--- src/rtl/mem_arbiter_if.sv ---
// Bundles the core, debug and memory-side signals of the shared memory arbiter.
// The arbiter binds to the slave modport; requesters and memory models use master.
interface mem_arbiter_if #(
  parameter int ADDR_WIDTH = 32,
  parameter int DATA_WIDTH = 32
);
  localparam int BE_WIDTH = DATA_WIDTH / 8;

  // core requester
  logic                  c_req;
  logic                  c_we;
  logic [BE_WIDTH-1:0]   c_be;
  logic [ADDR_WIDTH-1:0] c_addr;
  logic [DATA_WIDTH-1:0] c_wdata;
  logic                  c_gnt;
  logic                  c_rvalid;
  logic [DATA_WIDTH-1:0] c_rdata;

  // debug / loader requester
  logic                  d_req;
  logic                  d_we;
  logic [BE_WIDTH-1:0]   d_be;
  logic [ADDR_WIDTH-1:0] d_addr;
  logic [DATA_WIDTH-1:0] d_wdata;
  logic                  d_lock;
  logic                  d_gnt;
  logic                  d_rvalid;
  logic [DATA_WIDTH-1:0] d_rdata;

  // single-port memory
  logic                  mem_en;
  logic                  mem_we;
  logic [BE_WIDTH-1:0]   mem_be;
  logic [ADDR_WIDTH-1:0] mem_addr;
  logic [DATA_WIDTH-1:0] mem_wdata;
  logic [DATA_WIDTH-1:0] mem_rdata;

  modport slave (
    input  c_req, c_we, c_be, c_addr, c_wdata,
    output c_gnt, c_rvalid, c_rdata,
    input  d_req, d_we, d_be, d_addr, d_wdata, d_lock,
    output d_gnt, d_rvalid, d_rdata,
    output mem_en, mem_we, mem_be, mem_addr, mem_wdata,
    input  mem_rdata
  );

  modport master (
    output c_req, c_we, c_be, c_addr, c_wdata,
    input  c_gnt, c_rvalid, c_rdata,
    output d_req, d_we, d_be, d_addr, d_wdata, d_lock,
    input  d_gnt, d_rvalid, d_rdata,
    input  mem_en, mem_we, mem_be, mem_addr, mem_wdata,
    output mem_rdata
  );
endinterface

--- src/rtl/mem_arbiter.sv ---
// Arbitrates the single-port unified memory between the core and the debug/loader port,
// with round-robin ties, a bounded debug lock, and 1-cycle read-data return routing.
module mem_arbiter #(
  parameter int ADDR_WIDTH = 32,
  parameter int DATA_WIDTH = 32,
  parameter int MAX_LOCK   = 8
) (
  input logic        clk,
  input logic        reset,
  mem_arbiter_if.slave bus
);
  localparam int BE_WIDTH = DATA_WIDTH / 8;
  localparam int LOCK_W   = (MAX_LOCK < 1) ? 1 : $clog2(MAX_LOCK + 1);
  localparam logic [LOCK_W-1:0] LOCK_MAX = LOCK_W'(MAX_LOCK);
  // A zero limit disables the lock entirely rather than forcing core every cycle.
  localparam bit LOCK_ENABLED = (MAX_LOCK > 0);

  typedef enum logic {
    OWNER_CORE  = 1'b0,
    OWNER_DEBUG = 1'b1
  } owner_t;

  typedef enum logic [1:0] {
    RD_NONE  = 2'd0,
    RD_CORE  = 2'd1,
    RD_DEBUG = 2'd2
  } rd_owner_t;

  owner_t                last_owner_reg, last_owner_next;
  rd_owner_t             rd_owner_reg, rd_owner_next;
  logic [LOCK_W-1:0]     lock_cnt_reg, lock_cnt_next;
  logic [DATA_WIDTH-1:0] c_hold_reg, c_hold_next;
  logic [DATA_WIDTH-1:0] d_hold_reg, d_hold_next;

  logic c_gnt_int;
  logic d_gnt_int;
  logic c_rvalid_int;
  logic d_rvalid_int;

  // Grant decision: purely combinational from requests and registered state.
  always_comb begin
    c_gnt_int = 1'b0;
    d_gnt_int = 1'b0;
    if (!reset) begin
      if (bus.c_req && !bus.d_req) begin
        c_gnt_int = 1'b1;
      end else if (bus.d_req && !bus.c_req) begin
        d_gnt_int = 1'b1;
      end else if (bus.c_req && bus.d_req) begin
        if (LOCK_ENABLED && bus.d_lock) begin
          if (lock_cnt_reg == LOCK_MAX) begin
            c_gnt_int = 1'b1;
          end else begin
            d_gnt_int = 1'b1;
          end
        end else if (last_owner_reg == OWNER_DEBUG) begin
          c_gnt_int = 1'b1;
        end else begin
          d_gnt_int = 1'b1;
        end
      end
    end
  end

  // Memory-side mux; idle cycles drive zeros so nothing stray reaches the RAM.
  always_comb begin
    bus.mem_en    = c_gnt_int | d_gnt_int;
    bus.mem_we    = 1'b0;
    bus.mem_be    = '0;
    bus.mem_addr  = '0;
    bus.mem_wdata = '0;
    if (c_gnt_int) begin
      bus.mem_we    = bus.c_we;
      bus.mem_be    = bus.c_we ? bus.c_be : '0;
      bus.mem_addr  = bus.c_addr;
      bus.mem_wdata = bus.c_wdata;
    end else if (d_gnt_int) begin
      bus.mem_we    = bus.d_we;
      bus.mem_be    = bus.d_we ? bus.d_be : '0;
      bus.mem_addr  = bus.d_addr;
      bus.mem_wdata = bus.d_wdata;
    end
  end

  // Next-state for the round-robin pointer, lock counter and read owner.
  always_comb begin
    last_owner_next = last_owner_reg;
    lock_cnt_next   = lock_cnt_reg;
    rd_owner_next   = RD_NONE;

    if (c_gnt_int) begin
      last_owner_next = OWNER_CORE;
    end else if (d_gnt_int) begin
      last_owner_next = OWNER_DEBUG;
    end

    if (c_gnt_int || !bus.d_lock || !LOCK_ENABLED) begin
      lock_cnt_next = '0;
    end else if (d_gnt_int && (lock_cnt_reg != LOCK_MAX)) begin
      lock_cnt_next = lock_cnt_reg + 1'b1;
    end

    if (c_gnt_int && !bus.c_we) begin
      rd_owner_next = RD_CORE;
    end else if (d_gnt_int && !bus.d_we) begin
      rd_owner_next = RD_DEBUG;
    end
  end

  // A read in flight when reset rises must not surface as rvalid.
  assign c_rvalid_int = !reset && (rd_owner_reg == RD_CORE);
  assign d_rvalid_int = !reset && (rd_owner_reg == RD_DEBUG);

  always_comb begin
    c_hold_next = c_hold_reg;
    d_hold_next = d_hold_reg;
    if (c_rvalid_int) begin
      c_hold_next = bus.mem_rdata;
    end
    if (d_rvalid_int) begin
      d_hold_next = bus.mem_rdata;
    end
  end

  always_ff @(posedge clk) begin
    if (reset) begin
      last_owner_reg <= OWNER_DEBUG;
      lock_cnt_reg   <= '0;
      rd_owner_reg   <= RD_NONE;
      c_hold_reg     <= '0;
      d_hold_reg     <= '0;
    end else begin
      last_owner_reg <= last_owner_next;
      lock_cnt_reg   <= lock_cnt_next;
      rd_owner_reg   <= rd_owner_next;
      c_hold_reg     <= c_hold_next;
      d_hold_reg     <= d_hold_next;
    end
  end

  // Read data passes straight through on the return cycle, otherwise holds the last value.
  assign bus.c_gnt    = c_gnt_int;
  assign bus.d_gnt    = d_gnt_int;
  assign bus.c_rvalid = c_rvalid_int;
  assign bus.d_rvalid = d_rvalid_int;
  assign bus.c_rdata  = reset ? '0 : (c_rvalid_int ? bus.mem_rdata : c_hold_reg);
  assign bus.d_rdata  = reset ? '0 : (d_rvalid_int ? bus.mem_rdata : d_hold_reg);

endmodule

--- src/flat_wrapper.sv ---
// flat-port wrapper written by rule: the top's interface ports become plain ports
module mem_arbiter_flat 
#(
  parameter int ADDR_WIDTH = 32,
  parameter int DATA_WIDTH = 32,
  parameter int MAX_LOCK   = 8
)
  (clk, reset, bus_c_req, bus_c_we, bus_c_be, bus_c_addr, bus_c_wdata, bus_c_gnt, bus_c_rvalid, bus_c_rdata, bus_d_req, bus_d_we, bus_d_be, bus_d_addr, bus_d_wdata, bus_d_lock, bus_d_gnt, bus_d_rvalid, bus_d_rdata, bus_mem_en, bus_mem_we, bus_mem_be, bus_mem_addr, bus_mem_wdata, bus_mem_rdata);
  mem_arbiter_if #(.ADDR_WIDTH(ADDR_WIDTH), .DATA_WIDTH(DATA_WIDTH)) bus_i ();
  input logic clk;
  input logic reset;
  input wire logic [$bits(bus_i.c_req)-1:0] bus_c_req;
  input wire logic [$bits(bus_i.c_we)-1:0] bus_c_we;
  input wire logic [$bits(bus_i.c_be)-1:0] bus_c_be;
  input wire logic [$bits(bus_i.c_addr)-1:0] bus_c_addr;
  input wire logic [$bits(bus_i.c_wdata)-1:0] bus_c_wdata;
  output wire logic [$bits(bus_i.c_gnt)-1:0] bus_c_gnt;
  output wire logic [$bits(bus_i.c_rvalid)-1:0] bus_c_rvalid;
  output wire logic [$bits(bus_i.c_rdata)-1:0] bus_c_rdata;
  input wire logic [$bits(bus_i.d_req)-1:0] bus_d_req;
  input wire logic [$bits(bus_i.d_we)-1:0] bus_d_we;
  input wire logic [$bits(bus_i.d_be)-1:0] bus_d_be;
  input wire logic [$bits(bus_i.d_addr)-1:0] bus_d_addr;
  input wire logic [$bits(bus_i.d_wdata)-1:0] bus_d_wdata;
  input wire logic [$bits(bus_i.d_lock)-1:0] bus_d_lock;
  output wire logic [$bits(bus_i.d_gnt)-1:0] bus_d_gnt;
  output wire logic [$bits(bus_i.d_rvalid)-1:0] bus_d_rvalid;
  output wire logic [$bits(bus_i.d_rdata)-1:0] bus_d_rdata;
  output wire logic [$bits(bus_i.mem_en)-1:0] bus_mem_en;
  output wire logic [$bits(bus_i.mem_we)-1:0] bus_mem_we;
  output wire logic [$bits(bus_i.mem_be)-1:0] bus_mem_be;
  output wire logic [$bits(bus_i.mem_addr)-1:0] bus_mem_addr;
  output wire logic [$bits(bus_i.mem_wdata)-1:0] bus_mem_wdata;
  input wire logic [$bits(bus_i.mem_rdata)-1:0] bus_mem_rdata;
  assign bus_i.c_req = bus_c_req;
  assign bus_i.c_we = bus_c_we;
  assign bus_i.c_be = bus_c_be;
  assign bus_i.c_addr = bus_c_addr;
  assign bus_i.c_wdata = bus_c_wdata;
  assign bus_c_gnt = bus_i.c_gnt;
  assign bus_c_rvalid = bus_i.c_rvalid;
  assign bus_c_rdata = bus_i.c_rdata;
  assign bus_i.d_req = bus_d_req;
  assign bus_i.d_we = bus_d_we;
  assign bus_i.d_be = bus_d_be;
  assign bus_i.d_addr = bus_d_addr;
  assign bus_i.d_wdata = bus_d_wdata;
  assign bus_i.d_lock = bus_d_lock;
  assign bus_d_gnt = bus_i.d_gnt;
  assign bus_d_rvalid = bus_i.d_rvalid;
  assign bus_d_rdata = bus_i.d_rdata;
  assign bus_mem_en = bus_i.mem_en;
  assign bus_mem_we = bus_i.mem_we;
  assign bus_mem_be = bus_i.mem_be;
  assign bus_mem_addr = bus_i.mem_addr;
  assign bus_mem_wdata = bus_i.mem_wdata;
  assign bus_i.mem_rdata = bus_mem_rdata;
  mem_arbiter #(.ADDR_WIDTH(ADDR_WIDTH), .DATA_WIDTH(DATA_WIDTH), .MAX_LOCK(MAX_LOCK)) u_core (.clk(clk), .reset(reset), .bus(bus_i));
endmodule
--- config.mk ---
export PLATFORM = sky130hd
export DESIGN_NAME = mem_arbiter_flat
export DESIGN_NICKNAME = d
export VERILOG_FILES = /design/src/rtl/mem_arbiter_if.sv /design/src/rtl/mem_arbiter.sv /design/src/flat_wrapper.sv
export SDC_FILE = /design/constraint.sdc
export NUM_CORES = 1
export LEC_CHECK = 0
export CAP_MARGIN = 20
export CORE_MARGIN = 10
export CORE_UTILIZATION = 33
export CTS_CLUSTER_SIZE = 20
export DETAILED_ROUTE_END_ITERATION = 7
export GPL_ROUTABILITY_DRIVEN = 0
export PLACE_DENSITY_LB_ADDON = 0.25
export SLEW_MARGIN = 10
export SYNTH_ARGS = -nofsm -noshare
export SYNTH_HDL_FRONTEND = slang
export SYNTH_SLANG_ARGS = --single-unit
--- constraint.sdc ---
create_clock -name clk -period 4.95 [get_ports clk]
set_input_delay 0.7425 -clock clk [delete_from_list [all_inputs] [get_ports clk]]
set_output_delay 0.7425 -clock clk [all_outputs]
set_load 0.005 [all_outputs]
## After elaboration in Yosys (flattened, before gate mapping)

Cells that the tools add are included.

| cells by class | value |
|---|---|
| add/subtract/negate cells | 1 |
| eq/ne operators | 4 |
| mux-type cells | 32 |
| bitwise gates (word level) | 1 |
| reductions and logical operators | 18 |

Operator list:

| cell | count |
|---|---|
| 32-bit 2-to-1 mux | 8 |
| 1-bit 2-to-1 mux | 19 |
| 4-bit 2-to-1 mux | 4 |
| 1-bit logical AND | 8 |
| 1-bit zero test | 6 |
| 4-bit by 1-bit adder with 4-bit output (second input constant) | 1 |
| 4-bit equality test (second input constant) | 1 |
| 4-bit != test (second input constant) | 1 |
| 2-bit OR reduction | 2 |
| 2-bit by 1-bit equality test with 1-bit output (second input constant) | 1 |
| 2-bit equality test (second input constant) | 1 |
| 2-bit 2-to-1 mux | 1 |
| 2-bit nonzero test | 1 |
| 1-bit logical OR | 1 |
| 1-bit OR | 1 |

| storage, ports and cells | value |
|---|---|
| register bits after elaboration | 71 |
| input bits | 175 |
| output and inout port bits | 138 |
| word-level logic and storage cells | 62 |

## Logic depth before layout (Yosys ltp)

| depth | value |
|---|---|
| depth after elaboration | 10 |
| gate-level depth with buffers | 8 |

## Least setup slack after synthesis

No wires, ideal clock.

| timing path | value |
|---|---|
| path type | input-to-output |
| start | in reset |
| end | out bus_mem_be[0] |
| arrival | 1.687 ns |
| data required time | 4.208 ns |
| path slack | 2.521 ns |
| stages | 6 |
| buffers on the path | 2 |
| cells stage by stage | clkbuf_1 > inv_1 > o2111ai_2 > inv_2 > buf_6 > a32o_1 |

| between the ends | value |
|---|---|
| word-level cells in the longest chain between the ends | 3 |

Ends and longest elaborated chain:

| element | RTL line | text |
|---|---|---|
| from (decl) | flat_wrapper.sv:11 | `input logic reset;` |
| 1-bit 2-to-1 mux | mem_arbiter.sv:44 | `if (!reset) begin` |
| 4-bit 2-to-1 mux | mem_arbiter.sv:77 | `end else if (d_gnt_int) begin` |
| 4-bit 2-to-1 mux * | mem_arbiter.sv:72 | `if (c_gnt_int) begin` |
| to (decl) | flat_wrapper.sv:31 | `output wire logic [$bits(bus_i.mem_be)-1:0] bus_mem_be;` |

Mark *: on every way between the ends. The rest lies on a longest branch, timed or not.

## Final worst setup path

| timing path | value |
|---|---|
| start | in bus_d_lock |
| end | out bus_mem_wdata[22] |

| between the ends | value |
|---|---|
| word-level cells in the longest chain between the ends | 7 |

Ends and longest elaborated chain:

| element | RTL line | text |
|---|---|---|
| from (decl) | flat_wrapper.sv:25 | `input wire logic [$bits(bus_i.d_lock)-1:0] bus_d_lock;` |
| 1-bit 2-to-1 mux | mem_arbiter.sv:50 | `if (LOCK_ENABLED && bus.d_lock) begin` |
| 1-bit 2-to-1 mux | mem_arbiter.sv:49 | `end else if (bus.c_req && bus.d_req) begin` |
| 1-bit 2-to-1 mux | mem_arbiter.sv:47 | `end else if (bus.d_req && !bus.c_req) begin` |
| 1-bit 2-to-1 mux | mem_arbiter.sv:45 | `if (bus.c_req && !bus.d_req) begin` |
| 1-bit 2-to-1 mux | mem_arbiter.sv:44 |  |
| 32-bit 2-to-1 mux | mem_arbiter.sv:77 |  |
| 32-bit 2-to-1 mux * | mem_arbiter.sv:72 |  |
| to (decl) | flat_wrapper.sv:33 | `output wire logic [$bits(bus_i.mem_wdata)-1:0] bus_mem_wdata;` |

Marked as above.

==> metrics.md <==
| Metric | Value |
|---|---|
| Syn_nets | `590` |
| Clock transition at path regs | `0.07 ns` |
| Post-CTS Resized | `0` |
| Worst EP required | `4.21 ns` |
| # H-tree levels | `3` |
| Outcome | `complete, no violations` |
| CP delay by family, top | `buffers and inverters` |
| Startpoint Class | `input pin` |
| Initial DRT Pass Iterations | `5` |
| Yosys top cell by area | `dfxtp_1` |
| Diode count | `0` |
| Finished Layout Cells | `843` |
| Most common library cells after synthesis | `nand2_1, dfxtp_1, a21oi_1` |
| Most frequent cell after synthesis | `nand2_1` |
| Die X-Extent | `120 um` |
| Final Worst Setup Slack | `0.927 ns` |
| Dpl ws | `0.966 ns` |
| Remaining antenna violation count | `0` |
| Final setup TNS | `0 ns` |
| Max_cap viols | `0` |
| Placed Area | `6470 um2` |
| Area Growth Syn to Fin | `99.5%` |
| Syn. warnings | `0` |
| Max clock buf depth | `2` |
| RSZ-0062 raised after global routing | `no` |
| Pwr/cell area | `210 nW/um2` |
| Clk Latency, worst-skew pair | `0.34 ns` |
| Hpwl dp | `14800 um` |
| Fin. Hold Viols | `0` |
| Switch Pwr | `0.363 mW` |
| Post-Syn Instances | `413` |
| Combinational Power Share | `28.2%` |
| Relative slew margins | `59.2%` |
| Fin util | `67.7%` |
| Antenna violations before repair | `0` |
| Post-CTS setup buffer count | `0` |
| Port bufs | `312` |
| Core ar. | `9820 um2` |
| Routed via count | `4201` |
| Top-area cell type share of the netlist area | `42.7%` |
| # setup viols final | `0` |
| CP Max Fanout | `37` |
| Cell internal pwr | `1.03 mW` |
| First-pass GRT wire length | `25900 um` |
| Switching part of the total | `26.0%` |
| I/O pin count | `313` |
| Sequential share of the synthesized area | `42.7%` |
| Die area | `14500 um2` |
| Cell mode on critical path | `clkdlybuf4s50_1` |
| Fin Clk Skew | `0.00917 ns` |
| VDD IR max | `125 uV` |
| Worst EP arrival | `3.28 ns` |
| Dominant cells by area after synthesis | `dfxtp_1, a22o_1, nand2_1, a21oi_1, buf_6` |
| Crit path time final | `4.02 ns` |
| Root buffer cell | `clkbuf_8` |
| Main synth FF type | `dfxtp_1` |
| Initial Utilization | `33.9%` |
| Final WL | `17900 um` |
| Fillers | `815` |
| Final period util | `81.3%` |
| Vias in the first global route | `4311` |
| Crit path buf inv count | `4` |
| Critical path cell sequence | `clkdlybuf4s50_1 > nand3b_1 > o2111ai_2 > inv_2 > buf_4 > a22o_1 > clkdlybuf4s50_1` |
| Synth Area per Inst | `8.06 um2` |
| Placed Instances | `828` |
| CTS Hold Bufs | `0` |
| Peak Freq | `249 MHz` |
| Clock network power share | `29.4%` |
| Setup CP Type | `in2out` |
| Nets@finish | `883` |
| Leakage power figure | `2.38 nW` |
| Slowest cell on crit path | `clkdlybuf4s50_1` |
| DR iter-0 viols | `364` |
| Critical path endpoint category | `output pin` |
| Seq pwr share | `42.4%` |
| Critical path's largest stage delay | `0.55 ns` |
| Routed len/inst | `21.2 um` |
| Hold WC Path Type | `reg2reg` |
| Post-synthesis cell type count | `29` |
| Worst-margin pin slew | `0.612 ns` |
| Vias per cell | `4.98` |
| GR Overflow Total | `0` |
| Worst hold slack | `0.462 ns` |
| Tot GR Track Use | `23.0%` |
| Num CTS Buffers | `9` |
| Drt drc | `0` |
| Async S/R FF share, synth | `0%` |
| Post-Layout Inst Area | `6640 um2` |
| CTS Sinks | `71` |
| CTS tree | `built` |
| Post-synth EDFFs | `0` |
| Final Max Slew Viols | `0` |
| Register bit total from synthesis | `71` |
| Layout cell share with drive strength beyond 1 | `4.08%` |
| Rows | `36` |
| Mapped Area | `3330 um2` |
| Largest net degree at the start of global routing | `68` |
| Pwr Total | `1.40 mW` |
| Die H | `120 um` |
==> final cells by class <==
class                      instances  area (um2)  share of cell area [%]
sequential                        71        1420                    21.4
tap                              133         166                    2.50
clock buffer                      10         138                    2.07
multi-input combinational        298        1670                    25.2
clock inverter                     5        33.8                   0.508
timing repair buffer             320        3190                    48.0
inverter                           6        22.5                   0.339
==> final timing paths <==
kind	start	to	slack (ns)	cells past startpoint
worst max-delay path	bus_d_lock	bus_mem_wdata[22]	0.93	7
worst min-delay path	u_core.d_hold_reg[3]	u_core.d_hold_reg[3]	0.46	2
worst max register to register	u_core.lock_cnt_reg[0]	u_core.lock_cnt_reg[2]	2.79	8
worst min register to register	u_core.d_hold_reg[3]	u_core.d_hold_reg[3]	0.46	2
==> layout by cell type (no fill, tap or decap), types with 2 or more instances in the layout <==
| cell | instances |
|---|---|
| nor2_1 | 7 |
| o21ai_0 | 2 |
| a32o_1 | 4 |
| clkdlybuf4s50_1 | 311 |
| ha_1 | 2 |
| nor2b_2 | 2 |
| nand2_1 | 129 |
| clkinvlp_4 | 2 |
| buf_4 | 7 |
| clkbuf_8 | 10 |
| a22o_1 | 64 |
| nand2b_1 | 3 |
| dfxtp_1 | 71 |
| inv_1 | 5 |
| a21oi_1 | 69 |
| nand4b_1 | 2 |
| nand3b_1 | 2 |
| clkinv_2 | 2 |
==> per-layer routing <==
metal  GRT usage (%)  vias up  wire length, um
li1                -     2020                -
met1            22.7     1933             6160
met2            42.4      220             9400
met3            8.61       28             1720
met4            9.65        0              582
met5               0        -                0
==> cell families after synthesis <==
group                      Yosys count  synth area share (%)
adders and majority gates            2                 0.751
DFF                                 71                  42.7
and+or+nand+nor                    151                  18.4
muxes                                1                 0.301
AOI/OAI and AO/OA                  143                  30.0
xor gates and xnor gates             1                 0.263
buffers and inverters               44                  7.63
==> power by group through the flow <==
stage          combinational, mW  sequential [mW]  clock, mW
3_3_place_gp               0.389            0.605          0
3_5_place_dp               0.395            0.606          0
5_1_grt                    0.417            0.594      0.442
4_1_cts                    0.397            0.592      0.421
2_1_floorplan              0.116            0.604          0
6_report                   0.393            0.592      0.410
==> worst register-to-register path: cells and delay by family, from the launching register on <==
family / cells / cell delay [ns]
compound gates: 2 / 0.33
flops: 1 / 0.37
buf+inv: 3 / 0.89
fa+ha+maj: 1 / 0.23
simple gates: 2 / 0.29
Note: power is estimated with default switching activity, not from simulation.
